## config.mk

```make
export PLATFORM = sky130hd
export DESIGN_NAME = iir_coeff_ctrl
export DESIGN_NICKNAME = d
export VERILOG_FILES = /design/src/rtl/iir_ctrl_pkg.sv /design/src/rtl/iir_coeff_bank.sv /design/src/rtl/iir_coeff_ctrl.sv
export SDC_FILE = /design/constraint.sdc
export NUM_CORES = 1
export LEC_CHECK = 0
export ABC_CLOCK_PERIOD_IN_PS = 2810
export BUFFER_PORTS_ARGS = -buffer_cell sky130_fd_sc_hd__clkbuf_2
export CAP_MARGIN = 5
export CORE_AREA = 2 2 257 259
export DETAILED_ROUTE_END_ITERATION = 10
export DIE_AREA = 0 0 259 261
export PLACE_DENSITY = 0.52
export RECOVER_POWER = 25
export SKIP_CTS_REPAIR_TIMING = 1
export SYNTH_ARGS = -nofsm -noshare
export SYNTH_HDL_FRONTEND = slang
export SYNTH_HIERARCHICAL = 1
export SYNTH_SLANG_ARGS = --single-unit
```

## constraint.sdc

```tcl
create_clock -name clk -period 2.81 [get_ports clk]
set_clock_uncertainty 0.1 [all_clocks]
set_input_delay 0.843 -clock clk [delete_from_list [all_inputs] [get_ports clk]]
set_output_delay 0.843 -clock clk [all_outputs]
set_load 0.005 [all_outputs]
```

## src/rtl/iir_ctrl_pkg.sv

```systemverilog
// Shared definitions for the notch-filter coefficient update controller.
//   - default coefficient geometry (Q2.18, five taps: b0,b1,b2,a1,a2)
//   - filter index constants (1 MHz, 2 MHz, 2.4 MHz notches)
//   - controller state encoding
//   - identity coefficient set (b0 = 1.0, everything else 0)
package iir_ctrl_pkg;

  localparam int unsigned CoeffWidthDef = 20;
  localparam int unsigned CoeffDepthDef = 5;

  localparam int unsigned NumFilters = 3;
  localparam int unsigned Filt1MHz   = 0;
  localparam int unsigned Filt2MHz   = 1;
  localparam int unsigned Filt2p4MHz = 2;

  // 1.0 in Q2.18
  localparam logic [31:0] IdentityB0 = 32'h0004_0000;

  typedef enum logic [2:0] {
    StIdle,
    StDrain,
    StWrite,
    StVerify,
    StSettle,
    StDone
  } ctrl_state_e;

  // Reset value of coefficient idx: a pass-through biquad.
  function automatic logic [31:0] identity_coeff(input int unsigned idx);
    return (idx == 0) ? IdentityB0 : 32'h0;
  endfunction

endpackage

```

## src/rtl/iir_coeff_bank.sv

```systemverilog
// Shadow register file for one notch filter plus its readback comparator.
// Ports:
//   clk, rst_n   clock, asynchronous active-low reset (reset loads identity)
//   wr_en_i      write one shadow entry selected by wr_idx_i with wr_data_i
//   readback_i   coefficient set read back from the filter
//   shadow_o     current shadow contents (driven to the filter)
//   mismatch_o   readback differs from shadow
module iir_coeff_bank
  import iir_ctrl_pkg::*;
#(
  parameter int unsigned Width = CoeffWidthDef,
  parameter int unsigned Depth = CoeffDepthDef
) (
  input  logic                         clk,
  input  logic                         rst_n,
  input  logic                         wr_en_i,
  input  logic [2:0]                   wr_idx_i,
  input  logic [Width-1:0]             wr_data_i,
  input  logic [Depth-1:0][Width-1:0]  readback_i,
  output logic [Depth-1:0][Width-1:0]  shadow_o,
  output logic                         mismatch_o
);

  logic [Depth-1:0][Width-1:0] shadow_d, shadow_q;

  always_comb begin
    shadow_d = shadow_q;
    for (int unsigned i = 0; i < Depth; i++) begin
      if (wr_en_i && (wr_idx_i == 3'(i))) begin
        shadow_d[i] = wr_data_i;
      end
    end
  end

  always_ff @(posedge clk or negedge rst_n) begin
    if (!rst_n) begin
      for (int unsigned i = 0; i < Depth; i++) begin
        shadow_q[i] <= Width'(identity_coeff(i));
      end
    end else begin
      shadow_q <= shadow_d;
    end
  end

  assign shadow_o   = shadow_q;
  assign mismatch_o = (readback_i != shadow_q);

endmodule

```

## src/rtl/iir_coeff_ctrl.sv

```systemverilog
// Coefficient update controller for three IIR notch filters.
// Software fills per-filter shadow registers (cfg_wr/cfg_sel/cfg_idx/cfg_data,
// answered by cfg_ack or cfg_err), then cfg_commit with cfg_mask starts an
// update: masked filters are bypassed, the chain is drained, coefficients are
// written in one cycle, read back and verified, and bypass is held while the
// filter state settles. done pulses at the end.
// Ports:
//   clk, rst_n                      clock, asynchronous active-low reset
//   valid_in                        IIR chain sample strobe (paces drain/settle)
//   cfg_*                           shadow write and commit interface
//   bypass_sw                       software bypass, ORed into bypass
//   ovf_in, unf_in, status_clr      filter flags and sticky clear
//   coeff_in_*                      shadow contents to each filter
//   coeff_out_*                     readback from each filter
//   coeff_wr_en, bypass             per-filter write enable and bypass
//   cfg_ack, cfg_err, busy, done    handshake / status
//   verr, ovf_sticky, unf_sticky    sticky status
module iir_coeff_ctrl
  import iir_ctrl_pkg::*;
#(
  parameter int unsigned COEFF_WIDTH    = CoeffWidthDef,
  parameter int unsigned COEFF_DEPTH    = CoeffDepthDef,
  parameter int unsigned DRAIN_SAMPLES  = 2,
  parameter int unsigned SETTLE_SAMPLES = 16
) (
  input  logic                                    clk,
  input  logic                                    rst_n,
  input  logic                                    valid_in,
  input  logic                                    cfg_wr,
  input  logic [1:0]                              cfg_sel,
  input  logic [2:0]                              cfg_idx,
  input  logic [COEFF_WIDTH-1:0]                  cfg_data,
  input  logic                                    cfg_commit,
  input  logic [2:0]                              cfg_mask,
  input  logic [2:0]                              bypass_sw,
  input  logic [2:0]                              ovf_in,
  input  logic [2:0]                              unf_in,
  input  logic                                    status_clr,
  output logic [COEFF_DEPTH-1:0][COEFF_WIDTH-1:0] coeff_in_1MHz,
  output logic [COEFF_DEPTH-1:0][COEFF_WIDTH-1:0] coeff_in_2MHz,
  output logic [COEFF_DEPTH-1:0][COEFF_WIDTH-1:0] coeff_in_2_4MHz,
  input  logic [COEFF_DEPTH-1:0][COEFF_WIDTH-1:0] coeff_out_1MHz,
  input  logic [COEFF_DEPTH-1:0][COEFF_WIDTH-1:0] coeff_out_2MHz,
  input  logic [COEFF_DEPTH-1:0][COEFF_WIDTH-1:0] coeff_out_2_4MHz,
  output logic [2:0]                              coeff_wr_en,
  output logic [2:0]                              bypass,
  output logic                                    cfg_ack,
  output logic                                    cfg_err,
  output logic                                    busy,
  output logic                                    done,
  output logic [2:0]                              verr,
  output logic [2:0]                              ovf_sticky,
  output logic [2:0]                              unf_sticky
);

  localparam int unsigned CntMax =
      (DRAIN_SAMPLES > SETTLE_SAMPLES) ? DRAIN_SAMPLES : SETTLE_SAMPLES;
  localparam int unsigned CntW = $clog2(CntMax + 2);
  localparam logic [CntW-1:0] DrainTgt  = CntW'(DRAIN_SAMPLES);
  localparam logic [CntW-1:0] SettleTgt = CntW'(SETTLE_SAMPLES);

  ctrl_state_e     state_d, state_q;
  logic [2:0]      mask_d, mask_q;
  logic [CntW-1:0] cnt_d, cnt_q, cnt_inc;
  logic [2:0]      verr_d, verr_q;
  logic [2:0]      ovf_d, ovf_q;
  logic [2:0]      unf_d, unf_q;
  logic            ack_d, ack_q;
  logic            err_d, err_q;

  logic [2:0]      bank_wr;
  logic [2:0]      mismatch;
  logic [2:0]      ctrl_byp;
  logic            wr_ok;

  logic [2:0][COEFF_DEPTH-1:0][COEFF_WIDTH-1:0] shadow;
  logic [2:0][COEFF_DEPTH-1:0][COEFF_WIDTH-1:0] readback;

  // Shadow banks

  assign readback[Filt1MHz]   = coeff_out_1MHz;
  assign readback[Filt2MHz]   = coeff_out_2MHz;
  assign readback[Filt2p4MHz] = coeff_out_2_4MHz;

  assign coeff_in_1MHz   = shadow[Filt1MHz];
  assign coeff_in_2MHz   = shadow[Filt2MHz];
  assign coeff_in_2_4MHz = shadow[Filt2p4MHz];

  // Shadows are frozen while an update is in flight so VERIFY compares what was written.
  assign busy  = (state_q != StIdle);
  assign wr_ok = cfg_wr && !busy && (cfg_sel < 2'd3) && (32'(cfg_idx) < COEFF_DEPTH);

  always_comb begin
    bank_wr = '0;
    for (int unsigned f = 0; f < NumFilters; f++) begin
      bank_wr[f] = wr_ok && (cfg_sel == 2'(f));
    end
  end

  for (genvar f = 0; f < NumFilters; f++) begin : g_bank
    iir_coeff_bank #(
      .Width (COEFF_WIDTH),
      .Depth (COEFF_DEPTH)
    ) u_bank (
      .clk        (clk),
      .rst_n      (rst_n),
      .wr_en_i    (bank_wr[f]),
      .wr_idx_i   (cfg_idx),
      .wr_data_i  (cfg_data),
      .readback_i (readback[f]),
      .shadow_o   (shadow[f]),
      .mismatch_o (mismatch[f])
    );
  end

  // Update sequencer

  assign cnt_inc = cnt_q + CntW'(1);

  always_comb begin
    state_d = state_q;
    mask_d  = mask_q;
    cnt_d   = cnt_q;
    case (state_q)
      StIdle: begin
        if (cfg_commit) begin
          cnt_d = '0;
          if (cfg_mask != 3'b000) begin
            mask_d  = cfg_mask;
            state_d = StDrain;
          end else begin
            mask_d  = '0;
            state_d = StDone;
          end
        end
      end
      StDrain: begin
        // The strobe that makes the count hit the target ends the phase this cycle.
        if (cnt_q == DrainTgt || (valid_in && cnt_inc == DrainTgt)) begin
          state_d = StWrite;
          cnt_d   = '0;
        end else if (valid_in) begin
          cnt_d = cnt_inc;
        end
      end
      StWrite: begin
        state_d = StVerify;
      end
      StVerify: begin
        state_d = StSettle;
        cnt_d   = '0;
      end
      StSettle: begin
        if (cnt_q == SettleTgt || (valid_in && cnt_inc == SettleTgt)) begin
          state_d = StDone;
          cnt_d   = '0;
        end else if (valid_in) begin
          cnt_d = cnt_inc;
        end
      end
      StDone: begin
        state_d = StIdle;
        mask_d  = '0;
      end
      default: begin
        state_d = StIdle;
        mask_d  = '0;
        cnt_d   = '0;
      end
    endcase
  end

  // Outputs decode from registered state only, so reset clears them asynchronously.
  always_comb begin
    ctrl_byp = '0;
    if (state_q == StDrain || state_q == StWrite || state_q == StVerify ||
        state_q == StSettle) begin
      ctrl_byp = mask_q;
    end
  end

  assign bypass      = bypass_sw | ctrl_byp;
  assign coeff_wr_en = (state_q == StWrite) ? mask_q : 3'b000;
  assign done        = (state_q == StDone);

  // Sticky status: a set on the same cycle as status_clr wins.
  always_comb begin
    verr_d = status_clr ? 3'b000 : verr_q;
    if (state_q == StVerify) begin
      verr_d = verr_d | (mask_q & mismatch);
    end
    ovf_d = (status_clr ? 3'b000 : ovf_q) | (ovf_in & ~bypass);
    unf_d = (status_clr ? 3'b000 : unf_q) | (unf_in & ~bypass);
    ack_d = wr_ok;
    err_d = cfg_wr && !wr_ok;
  end

  always_ff @(posedge clk or negedge rst_n) begin
    if (!rst_n) begin
      state_q <= StIdle;
      mask_q  <= '0;
      cnt_q   <= '0;
      verr_q  <= '0;
      ovf_q   <= '0;
      unf_q   <= '0;
      ack_q   <= 1'b0;
      err_q   <= 1'b0;
    end else begin
      state_q <= state_d;
      mask_q  <= mask_d;
      cnt_q   <= cnt_d;
      verr_q  <= verr_d;
      ovf_q   <= ovf_d;
      unf_q   <= unf_d;
      ack_q   <= ack_d;
      err_q   <= err_d;
    end
  end

  assign verr       = verr_q;
  assign ovf_sticky = ovf_q;
  assign unf_sticky = unf_q;
  assign cfg_ack    = ack_q;
  assign cfg_err    = err_q;

endmodule

```

After elaboration in Yosys (flattened, before gate mapping):

Cells that the tools add are included.

* register bits: 322
* input port bits: 343
* logic and storage cells: 117

* $add $sub $neg: 1
* order comparisons: 2
* equality and inequality tests: 21
* mux-type cells: 19
* bitwise logic cells: 10
* reduce and logical (&&, ||, !) cells: 41

Operator list (count)
* != test 100 bit: 3
* 2-to-1 mux 3 bit: 12
* logical AND 1 bit: 24
* 2-to-1 mux 5 bit: 4
* case mux 5 bit (4 select lines): 1
* case mux 3 bit (5 select lines): 1
* equality test 3 x 2 -> 1 bit, second input constant: 4
* OR 3 bit: 4
* equality test 5 x 2 -> 1 bit, second input constant: 2
* equality test 5 bit, second input constant: 2
* AND 3 bit: 3
* equality test 3 bit, second input constant: 3
* equality test 3 x 1 -> 1 bit, second input constant: 2
* logical NOT 3 bit: 2
* != test 2 bit, second input constant: 3
* case mux 3 bit (2 select lines): 1
* nonzero test 3 bit: 2
* adder 5 x 1 -> 5 bit, second input constant: 1
* logical OR 1 bit: 5
* AND reduction 2 bit: 2
* OR reduction 4 bit: 1
* less-than comparator 3 bit, second input constant: 1
* NOT 3 bit: 1
* AND reduction 3 bit: 1
* 7 further kinds: 9

Depth between registers and ports, before layout:

Gate-level depths: netlist (run 1).

* word-level depth: 9
* mapped depth: 8

By module:

The synthesis (run 1) kept the hierarchy.

Modules (own cells, without submodules)
* iir_coeff_bank: instances 3, cells each 350, area an instance 5158.7 µm²
* iir_coeff_ctrl: instances 1, cells each 152, area an instance 1336.3 µm²

Worst setup path before layout (run 1):

Ideal clock, no wire load.

* path type: in2reg
* start: input port cfg_idx[1]
* end: register g_bank[1].u_bank.shadow_q (netlist bit g_bank[1].u_bank/shadow_o[10])
* library setup time: 0.125 ns
* arrival: 2.394 ns
* data required time: 2.585 ns
* slack: 0.192 ns
* cell stages on the path: 6
* buffers on the path: 1
* path through: o21ai_0 nand4_1 nor3b_1 nor4b_4 buf_6 mux2_2

* longest elaborated chain between the ends: 4
* elaborated cells between the ends (all ways): 5

RTL lines
* start, declared: RTL line iir_coeff_ctrl.sv:31 `input logic [2:0] cfg_idx,`
* less-than comparator 3 bit: RTL line iir_coeff_ctrl.sv:91 `assign wr_ok = cfg_wr && !busy && (cfg_sel < 2'd3) && (32'(cfg_idx) < COEFF_DEPTH);`
* logical AND 1 bit: RTL line iir_coeff_ctrl.sv:91
* logical AND 1 bit: RTL line iir_coeff_ctrl.sv:96 `bank_wr[f] = wr_ok && (cfg_sel == 2'(f));`
* net bank_wr[1]: RTL line iir_coeff_ctrl.sv:71 `logic [2:0] bank_wr;`
* logical AND 1 bit: RTL line iir_coeff_bank.sv:29 `if (wr_en_i && (wr_idx_i == 3'(i))) begin`
* end signal, assigned by index: RTL line iir_coeff_bank.sv:38 `shadow_q[i] <= Width'(identity_coeff(i));`
* end signal, assigned: RTL line iir_coeff_bank.sv:41 `shadow_q <= shadow_d;`
* end, declared: RTL line iir_coeff_bank.sv:24 `logic [Depth-1:0][Width-1:0] shadow_d, shadow_q;`

The timed path passes the listed nets, and every way through them passes these cells.
A chain may end at the register's enable or synchronous reset.

Final worst setup path (run 1):

* start: register state_q[2]
* end: output port bypass[0]

* longest elaborated chain between the ends: 6
* elaborated cells between the ends (all ways): 9

RTL lines
* start, declared: RTL line iir_coeff_ctrl.sv:62 `ctrl_state_e state_d, state_q;`
* start signal, assigned: RTL line iir_coeff_ctrl.sv:200 `state_q <= StIdle;`
* start signal, assigned: RTL line iir_coeff_ctrl.sv:209 `state_q <= state_d;`
* equality test 3 x 1 -> 1 bit or equality test 3 x 2 -> 1 bit (tied branches): RTL line iir_coeff_ctrl.sv:176 `if (state_q == StDrain || state_q == StWrite || state_q == StVerify ||`
* logical OR 1 bit (2 in series): RTL line iir_coeff_ctrl.sv:176
* logical OR 1 bit *: RTL line iir_coeff_ctrl.sv:176
* 2-to-1 mux 3 bit *: RTL line iir_coeff_ctrl.sv:176
* OR 3 bit *: RTL line iir_coeff_ctrl.sv:182 `assign bypass = bypass_sw | ctrl_byp;`
* end, declared: RTL line iir_coeff_ctrl.sv:46 `output logic [2:0] bypass,`

Mark *: on every way between the ends. The rest lies on a longest branch, timed or not.

==> results.tsv, run 1 <==
stage	metric	value	unit
synth	ys_seq_elements	322	
floorplan	num_rows	94	
setup_path	worstPathMaxFanout	18	
sta	whs	0.4264	ns
floorplan	placeableCoreArea	65040	sq um
drt	via_count	12870	
floorplan	io_pins	662	
sta	setup_tns	0	ns
synth	synth.avg_cell_area	13.99	sq um
drt	drt_wl_total	66.15	mm
sta	fin_crit_sh	96.61	%
grt	use_met1	25.04	%
final_layout	finalNonFillerCells	2825	
setup_path	critPathKind	flop to output pin	
run_status	status	finished with violations	
drt	first_pass_iters	5	
synth	yosys_warnings	6	
final_layout	multi_input_area	8273	sq um
floorplan	chipHeight	261	um
drt	remaining_drc_errors	0	
final_layout	finalInstanceArea	22750	sq um
run_status	violations	capacitance limit, slew limit	
placement	place_inst	2756	
drt	drtIter0Drc	564	
sta	tightest_slew	2.115	ns
grt	antenna_found_initial	8	
grt	gr-total-overflow	0	
sta	finalSetupViolCount	0	
grt	grt_pass1_vias	13590	
clocking	clock_sinks	322	
synth	syn-instance-count	1202	
final_layout	n_fill_cell	6515	
synth	synthesis.nets	1550	
clocking	tritoncts	done	
final_layout	syn2layout_area_growth	35.29	%
grt	grt_pass1_wl	94.25	mm
synth	synth-edff-count	0	
drt	routed_via_density	4.555	
power_and_ir_drop	vdd_drop_max	0.3058	mV
placement	port_buffers	661	
clocking	cts_max_level	2	
final_layout	final_nets	2280	
sta	setup_slack	0.09529	ns
min_path	hold_class	primary input to flop	
grt	gr-usage-met2	32.73	%
floorplan	initial_core_util	25.85	%
flow_run	max-cap-violations	1	
synth	yosysSeqAreaShare	47.95	%
placement	hpwl	49.49	mm
power_and_ir_drop	finalPower	14.58	mW
synth	yosysMostFrequentCell	dfrtp_1	
sta	period_minus_slack	2.715	ns
synth	ys_types	51	
sta	relSlewSlack	-41.01	%
clocking	cts_buffer_depth	3	
placement	placed_area	21500	sq um
synth	syn_area	16810	sq um
setup_path	crit_arrival	1.77	ns
placement	gp_congestion	0.8827	
synth	synth.area.top_cells	dfrtp_1 (47%), mux2_4 (16%), xor2_1 (9.4%), mux2_2 (7.6%), xnor2_1 (6.4%)	
power_and_ir_drop	power_density	641.1	nW/um^2
synth	synth.top_cells.by_count	dfrtp_1 (319), xor2_1 (181), mux2_4 (180), xnor2_1 (123), mux2_2 (114)	
clocking	clock_latency	0.55	ns
final_layout	final_layout_size_suffix_gt1_share	56.48	%
sta	slew_violations	66	
clocking	root_buffer	clkbuf_16	
setup_path	start_kind	flop	
synth	yosysTopAreaCell	dfrtp_1	
grt	grtUsageMet3	2.962	%
clocking	path_clk_slew	0.06	ns
setup_path	end_kind	output pin	
final_layout	post-route-util	34.97	%
synth	async_flop_share	100.0	%
sta	max_freq	368.4	MHz
synth	synth_top_area_share	47.48	%
sta	hold_viol	0	
synth	yosys_most_used_dff	dfrtp_1	
sta	grt_setup_unrepaired	false	
setup_path	worst_ep_required_time	1.87	ns
grt	grt-busiest-layer	met2	
floorplan	die_x	259	um
floorplan	die-area	67600	sq um
grt	grt_usage	19.12	%
drt	wl_per_cell	23.41	um
grt	grt_max_degree	69	
power_and_ir_drop	power.leakage	12.01	nW
placement	dp_slack	-0.3195	ns
final_layout	register_area	8061	sq um
drt	postRouteAntennaNets	0	
clocking	numCtsBuffers	37	
[routing by layer]
layer / share of wire [%] / vias up
met4: 2.4 / 0
met5: 0 / -
met1: 43 / 6602
met2: 50 / 488
li1: - / 5700
met3: 5.1 / 79
[final timing paths]
path | slack (ns) | cells after the start | start | to
max | 0.1 | 5 | state_q[2]$_DFFE_PN0P_ | bypass[0]
min | 0.43 | 3 | unf_in[0] | unf_sticky[0]$_DFF_PN0_
max reg2reg | 0.16 | 10 | g_bank[2].u_bank/shadow_o[15]$_DFFE_PN0P_ | verr[2]$_DFF_PN0_
min reg2reg | 0.43 | 2 | ovf_sticky[1]$_DFF_PN0_ | ovf_sticky[1]$_DFF_PN0_
max in group asynchronous | 0.36 | 2 | rst_n | g_bank[1].u_bank/shadow_o[1]$_DFFE_PN0P_
min in group asynchronous | 0.80 | 1 | rst_n | ovf_sticky[0]$_DFF_PN0_
[placed cells by master, fill, tap and decap left out, types with 4 or more instances in the layout]
master	instances
clkbuf_2	671
dfrtp_1	319
xor2_1	181
mux2_4	180
xnor2_1	122
mux2_2	114
nor4_1	51
nand4_1	44
clkbuf_16	39
buf_4	39
nand2_1	30
buf_12	18
inv_1	16
o21ai_0	14
clkbuf_8	13
nor3_1	11
clkbuf_1	9
and4bb_4	6
mux2_1	6
ha_1	5
nor2_1	4
o22ai_1	4
nand3_1	4
clkinv_2	4
[registers in the layout (all words and copies together) (netlist names)]
name                    count
cfg_ack                     1
ovf_sticky                  3
cnt_q                       5
g_bank.u_bank/shadow_o    300
verr                        3
mask_q                      3
unf_sticky                  3
cfg_err                     1
state_q                     3
[layout make-up]
| class | instances | share of cell area (%) |
|---|---|---|
| clock buffers | 60 | 5.209 |
| diodes | 1 | 0.01100 |
| flip-flops and latches | 322 | 35.44 |
| repair buffers | 729 | 17.65 |
| clock inverters | 7 | 0.2970 |
| well taps | 864 | 4.753 |
| inverters | 16 | 0.2640 |
| multi-input cells | 826 | 36.37 |
[power by group]
group	internal (mW)	leakage [nW]	switching [mW]
combinational	1.90	6.97	1.62
clock	2.98	0.622	1.96
sequential	5.29	4.42	0.834
[critical path: stages (launching register included)]
cell	delay, ns
dfrtp_1	0.39
buf_4	0.20
xnor2_2	0.35
a21oi_2	0.13
inv_1	0.07
clkbuf_2	0.11
[cells by family (layout without fill, tap and decap cells)]
group           after synthesis  count (layout)  synth area share, %
simple gates                177             177                6.810
xor+xnor                    304             304                15.84
fa+ha+maj                     5               5               0.3721
other cells                   0               1                    0
mux                         300             300                24.11
buf+inv                      54             812                3.141
flops                       322             322                47.95
compound gates               40              40                1.779
Power figures use the tool's default switching activity.
==> run 2, diff against run 1 <==
==> constraint.sdc (replaced) <==
create_clock -name clk -period 2.81 [get_ports clk]
set_clock_uncertainty 0.1 [all_clocks]
set_input_delay 0.1405 -clock clk [delete_from_list [all_inputs] [get_ports clk]]
set_output_delay 0.1405 -clock clk [all_outputs]
set_load 0.005 [all_outputs]
==> run 2 against run 1 <==
Net effect:
- the flow still finishes with violations (capacitance limit, slew limit)
- via count is 0.11% lower
- sequential power barely moved
- hold slack got worse by 0.36 ns
- highest routed layer is now met5
==> results.tsv, run 2 (synthesized netlist as in run 1, its figures left out) <==
stage	metric	value	unit
final_layout	largest_register_ffs	300	
sta	hold_viol	0	
drt	first_pass_iters	5	
final_layout	layout_commonest_cell	clkbuf_2	
run_status	violations	capacitance limit, slew limit	
setup_path	critPathKind	flop to flop	
sta	setup_tns	0	ns
clocking	clock_latency	0.55	ns
final_layout	n_fill_cell	6470	
flow_run	max-cap-violations	1	
min_path	min_to	verr[1]$_DFF_PN0_	
sta	max_freq	391.7	MHz
clocking	path_clk_slew	0.06	ns
grt	grt_max_degree	83	
drt	remaining_drc_errors	0	
power_and_ir_drop	finalPower	14.50	mW
sta	period_minus_slack	2.553	ns
sta	grt_setup_unrepaired	false	
floorplan	placeableCoreArea	65040	sq um
setup_path	worstPathMaxFanout	20	
sta	fin_crit_sh	90.86	%
final_layout	syn2layout_area_growth	35.67	%
sta	tightest_slew	2.297	ns
floorplan	num_rows	94	
drt	routed_via_density	4.534	
sta	slew_violations	81	
grt	antenna_found_initial	9	
setup_path	worst_ep_required_time	3.12	ns
final_layout	multi_input_area	8247	sq um
placement	hpwl	50.71	mm
floorplan	chipHeight	261	um
power_and_ir_drop	power_density	635.8	nW/um^2
floorplan	die-area	67600	sq um
drt	postRouteAntennaNets	0	
drt	wl_per_cell	24.02	um
setup_path	end_kind	flop	
sta	finalSetupViolCount	0	
grt	grt_pass1_wl	94.57	mm
drt	drt_wl_total	68.10	mm
final_layout	register_area	8061	sq um
placement	gp_congestion	0.8881	
placement	dp_slack	-0.04117	ns
floorplan	io_pins	662	
setup_path	r2r_cells	8	
placement	port_buffers	661	
sta	relSlewSlack	-53.16	%
final_layout	final_layout_size_suffix_gt1_share	55.53	%
min_path	hold_depth	7	
setup_path	startpoint	state_q[2]$_DFFE_PN0P_	
clocking	cts_buffer_depth	3	
setup_path	path_depth	8	
placement	placed_area	21400	sq um
grt	grt_pass1_vias	13170	
setup_path	cp_top_family	simple AND/OR/NAND/NOR gates	
drt	drtIter0Drc	641	
clocking	clock_sinks	322	
setup_path	worstReg2RegStart	state_q[2]$_DFFE_PN0P_	
grt	gr-total-overflow	0	
final_layout	final_cell_mix	clkbuf_2 (668), dfrtp_1 (319), xor2_1 (181), mux2_4 (180), xnor2_1 (123)	
final_layout	finalInstanceArea	22810	sq um
setup_path	path_buf_inv	2	
floorplan	die_x	259	um
setup_path	worstPathCellList	nor3_2 -> nand4_1 -> nor3b_1 -> buf_4 -> nand2_1 -> nor3_4 -> buf_12 -> mux2_2	
min_path	worstHoldStart	coeff_out_2MHz[81]	
run_status	status	finished with violations	
grt	grt_usage	19.41	%
placement	place_inst	2746	
setup_path	rr_endpoint	g_bank[1].u_bank/shadow_o[84]$_DFFE_PN0P_	
setup_path	crit_arrival	2.87	ns
setup_path	r2r_slack	0.26	ns
floorplan	initial_core_util	25.85	%
setup_path	cpPeakStageDelay	0.39	ns
clocking	cts_max_level	2	
clocking	root_buffer	clkbuf_16	
final_layout	final_nets	2290	
power_and_ir_drop	power.leakage	12.00	nW
final_layout	finalNonFillerCells	2835	
sta	setup_slack	0.2567	ns
power_and_ir_drop	vdd_drop_max	0.3103	mV
clocking	tritoncts	done	
min_path	hold_class	primary input to flop	
drt	via_count	12860	
clocking	numCtsBuffers	37	
setup_path	start_kind	flop	
setup_path	cpMaxStageDelayCell	dfrtp_1	
[run 2: changes by cell type in the layout (fill, tap and decap cells not counted), sizes merged, moves of 2 or more]
cell	before	now
buf	57	50
clkinv	5	10
clkinvlp	0	2
inv	17	19
dlygate4sd3	0	21
clkbuf	732	718
[run 2: power breakdown]
group	leakage, nW	internal [mW]	switching (mW)
Sequential	4.42	5.29	0.845
Clock	0.605	2.86	2.02
Combinational	6.98	1.88	1.61
[run 2: final cells by class]
| type | count | area share, % |
|---|---|---|
| antenna | 1 | 0.01097 |
| tap | 864 | 4.739 |
| sequential | 322 | 35.34 |
| clock buffer | 50 | 4.679 |
| clock inverter | 17 | 0.6637 |
| inverter | 16 | 0.2633 |
| timing repair buffer | 739 | 18.15 |
| multi-input combinational | 826 | 36.15 |
[run 2: per-stage QoR]
step | hold WS, ns | utilization, %
2_1_floorplan | -0.2551 | -
3_3_place_gp | 0.1071 | 32.91
3_5_place_dp | 0.1127 | 32.91
4_1_cts | -0.4920 | 34.78
5_1_grt | 0.1338 | 35.07
6_report | 0.07081 | 35.07
[run 2: metal layers]
layer	part of all wire, %	vias to the layer above	track usage (%)	wire [um]
met5	0.040	-	0	27
met4	2.0	4	4.689	1339
met3	5.3	80	3.078	3629
met2	50	502	33.49	33790
met1	43	6546	25.45	29320
li1	-	5723	-	-
[run 2: worst min-delay path: cells and delay by family]
kind	cells	cell delay, ns
xor gates and xnor gates	1	0.06
and+or+nand+nor	4	0.28
buffers and inverters	1	0.09
AOI/OAI and AO/OA	1	0.10
[run 2: how the worst max path moves through the flow]
stage                                                 to  slack [ns]
4_1_cts        g_bank[1].u_bank/shadow_o[84]$_DFFE_PN0P_       -0.07
6_report       g_bank[1].u_bank/shadow_o[84]$_DFFE_PN0P_        0.26
3_5_place_dp   g_bank[0].u_bank/shadow_o[60]$_DFFE_PN0P_       -0.04
5_1_grt        g_bank[1].u_bank/shadow_o[11]$_DFFE_PN0P_        0.04
2_1_floorplan  g_bank[1].u_bank/shadow_o[10]$_DFFE_PN0P_        0.41
3_3_place_gp    g_bank[1].u_bank/shadow_o[8]$_DFFE_PN0P_        0.05
==> run 3, diff against run 2 <==
GPL_TIMING_DRIVEN = 0   (was default)
==> run 3 against run 2 <==
Net effect:
- the run ends with capacitance limit, setup timing left
- die area stayed put
- hold slack better by 0.027 ns
- sequential share of layout area is 0.72 points lower
- register-to-register slack worse by 0.32 ns
- power is 3.1% higher
- flip-flop and latch count stayed put
- highest routed layer is now met4
==> results.tsv, run 3 (synthesized netlist as in run 1, its figures left out) <==
stage	metric	value	unit
final_layout	finalInstanceArea	23280	sq um
setup_path	crit_arrival	3.19	ns
placement	placed_area	21290	sq um
setup_path	start_kind	flop	
drt	routed_via_density	4.574	
sta	fin_crit_sh	102.2	%
clocking	numCtsBuffers	37	
sta	hold_viol	0	
setup_path	end_kind	flop	
final_layout	final_nets	2290	
drt	first_pass_iters	5	
floorplan	placeableCoreArea	65040	sq um
grt	grt_pass1_vias	13310	
placement	port_buffers	659	
sta	period_minus_slack	2.871	ns
sta	relSlewSlack	0.6618	%
final_layout	largest_register_ffs	300	
power_and_ir_drop	vdd_drop_max	0.3589	mV
grt	antenna_found_initial	1	
grt	gr-total-overflow	0	
sta	max_freq	348.3	MHz
clocking	clock_latency	0.55	ns
run_status	violations	capacitance limit, setup timing	
grt	grt_pass1_wl	95.12	mm
drt	drtIter0Drc	589	
placement	dp_slack	-1.085	ns
final_layout	final_cell_mix	clkbuf_2 (659), dfrtp_1 (319), mux2_4 (228), xor2_1 (181), xnor2_1 (123)	
floorplan	num_rows	94	
floorplan	die-area	67600	sq um
clocking	tritoncts	done	
setup_path	worst_ep_required_time	3.13	ns
grt	grt_usage	19.55	%
sta	tightest_slew	1.490	ns
setup_path	worstPathMaxFanout	10	
setup_path	critPathKind	flop to flop	
final_layout	layout_commonest_cell	clkbuf_2	
final_layout	final_layout_size_suffix_gt1_share	56.14	%
sta	setup_slack	-0.06074	ns
drt	via_count	12960	
power_and_ir_drop	finalPower	14.95	mW
clocking	path_clk_slew	0.06	ns
drt	remaining_drc_errors	0	
power_and_ir_drop	power_density	642.3	nW/um^2
final_layout	n_fill_cell	6459	
run_status	status	finished with violations	
placement	hpwl	50.66	mm
clocking	root_buffer	clkbuf_16	
clocking	cts_max_level	2	
clocking	cts_buffer_depth	3	
final_layout	diodes	0	
sta	grt_setup_unrepaired	true	
floorplan	die_x	259	um
placement	gp_congestion	0.8803	
flow_run	max-cap-violations	1	
floorplan	io_pins	662	
drt	wl_per_cell	24.42	um
drt	postRouteAntennaNets	0	
sta	setup_tns	-1.018	ns
grt	grt_max_degree	111	
drt	drt_wl_total	69.19	mm
power_and_ir_drop	power.leakage	12.15	nW
floorplan	chipHeight	261	um
sta	slew_violations	0	
clocking	clock_sinks	322	
sta	finalSetupViolCount	29	
floorplan	initial_core_util	25.85	%
final_layout	syn2layout_area_growth	38.48	%
min_path	hold_class	primary input to flop	
-- run 3: worst max-delay path: stages, from the launching register on --
cell and delay, ns:
dfrtp_1 0.40, buf_6 0.15, nor3_4 0.22, buf_6 0.17
nand4_1 0.20, buf_4 0.22, nor3b_4 0.32, nor4b_4 0.27
buf_6 0.17, buf_12 0.16, mux2_2 0.34
-- run 3: final timing paths --
path                                         start                                         to  slack [ns]  cells after the start
max                         state_q[1]$_DFFE_PN0P_   g_bank[1].u_bank/shadow_o[2]$_DFFE_PN0P_       -0.06                     10
min                             coeff_out_2MHz[81]                          verr[1]$_DFF_PN0_         0.1                      7
max reg2reg                 state_q[1]$_DFFE_PN0P_   g_bank[1].u_bank/shadow_o[2]$_DFFE_PN0P_       -0.06                     10
min reg2reg                ovf_sticky[0]$_DFF_PN0_                    ovf_sticky[0]$_DFF_PN0_        0.43                      2
max in group asynchronous                    rst_n  g_bank[2].u_bank/shadow_o[50]$_DFFE_PN0P_        0.45                      3
min in group asynchronous                    rst_n  g_bank[0].u_bank/shadow_o[59]$_DFFE_PN0P_        0.42                      2
-- run 3: final cells by class --
cell class,instances,area (sq um),area share (%)
sequential,322,8061,34.62
clock buffer,48,1060,4.552
buffer,38,539.3,2.316
timing repair buffer,701,3764,16.17
tap,864,1081,4.643
multi-input combinational,826,8481,36.43
clock inverter,19,236.5,1.016
inverter,16,60.06,0.2580
-- run 3: where the power goes --
group | switching [mW] | total [mW] | internal [mW]
registers | 0.816 | 6.10 | 5.29
logic | 1.65 | 3.63 | 1.98
clock network | 2.08 | 5.22 | 3.14
total | 4.55 | 15.0 | 10.4
-- run 3: metal layers --
layer / share of wire (%) / GRT usage [%]
met1: 44 / 25.87
met2: 48 / 32.81
met3: 5.2 / 2.991
met4: 3.0 / 6.278
met5: 0 / 0
-- run 3: through the flow --
stage / util [%] / hold WS [ns] / std cells
floorplan: - / -0.2551 / 1202
global placement: 32.58 / 0.2585 / 2725
detailed placement: 32.73 / 0.05068 / 2729
CTS: 34.73 / -0.5469 / 2796
global route: 35.80 / 0.1186 / 2834
finish: 35.80 / 0.09792 / 2834
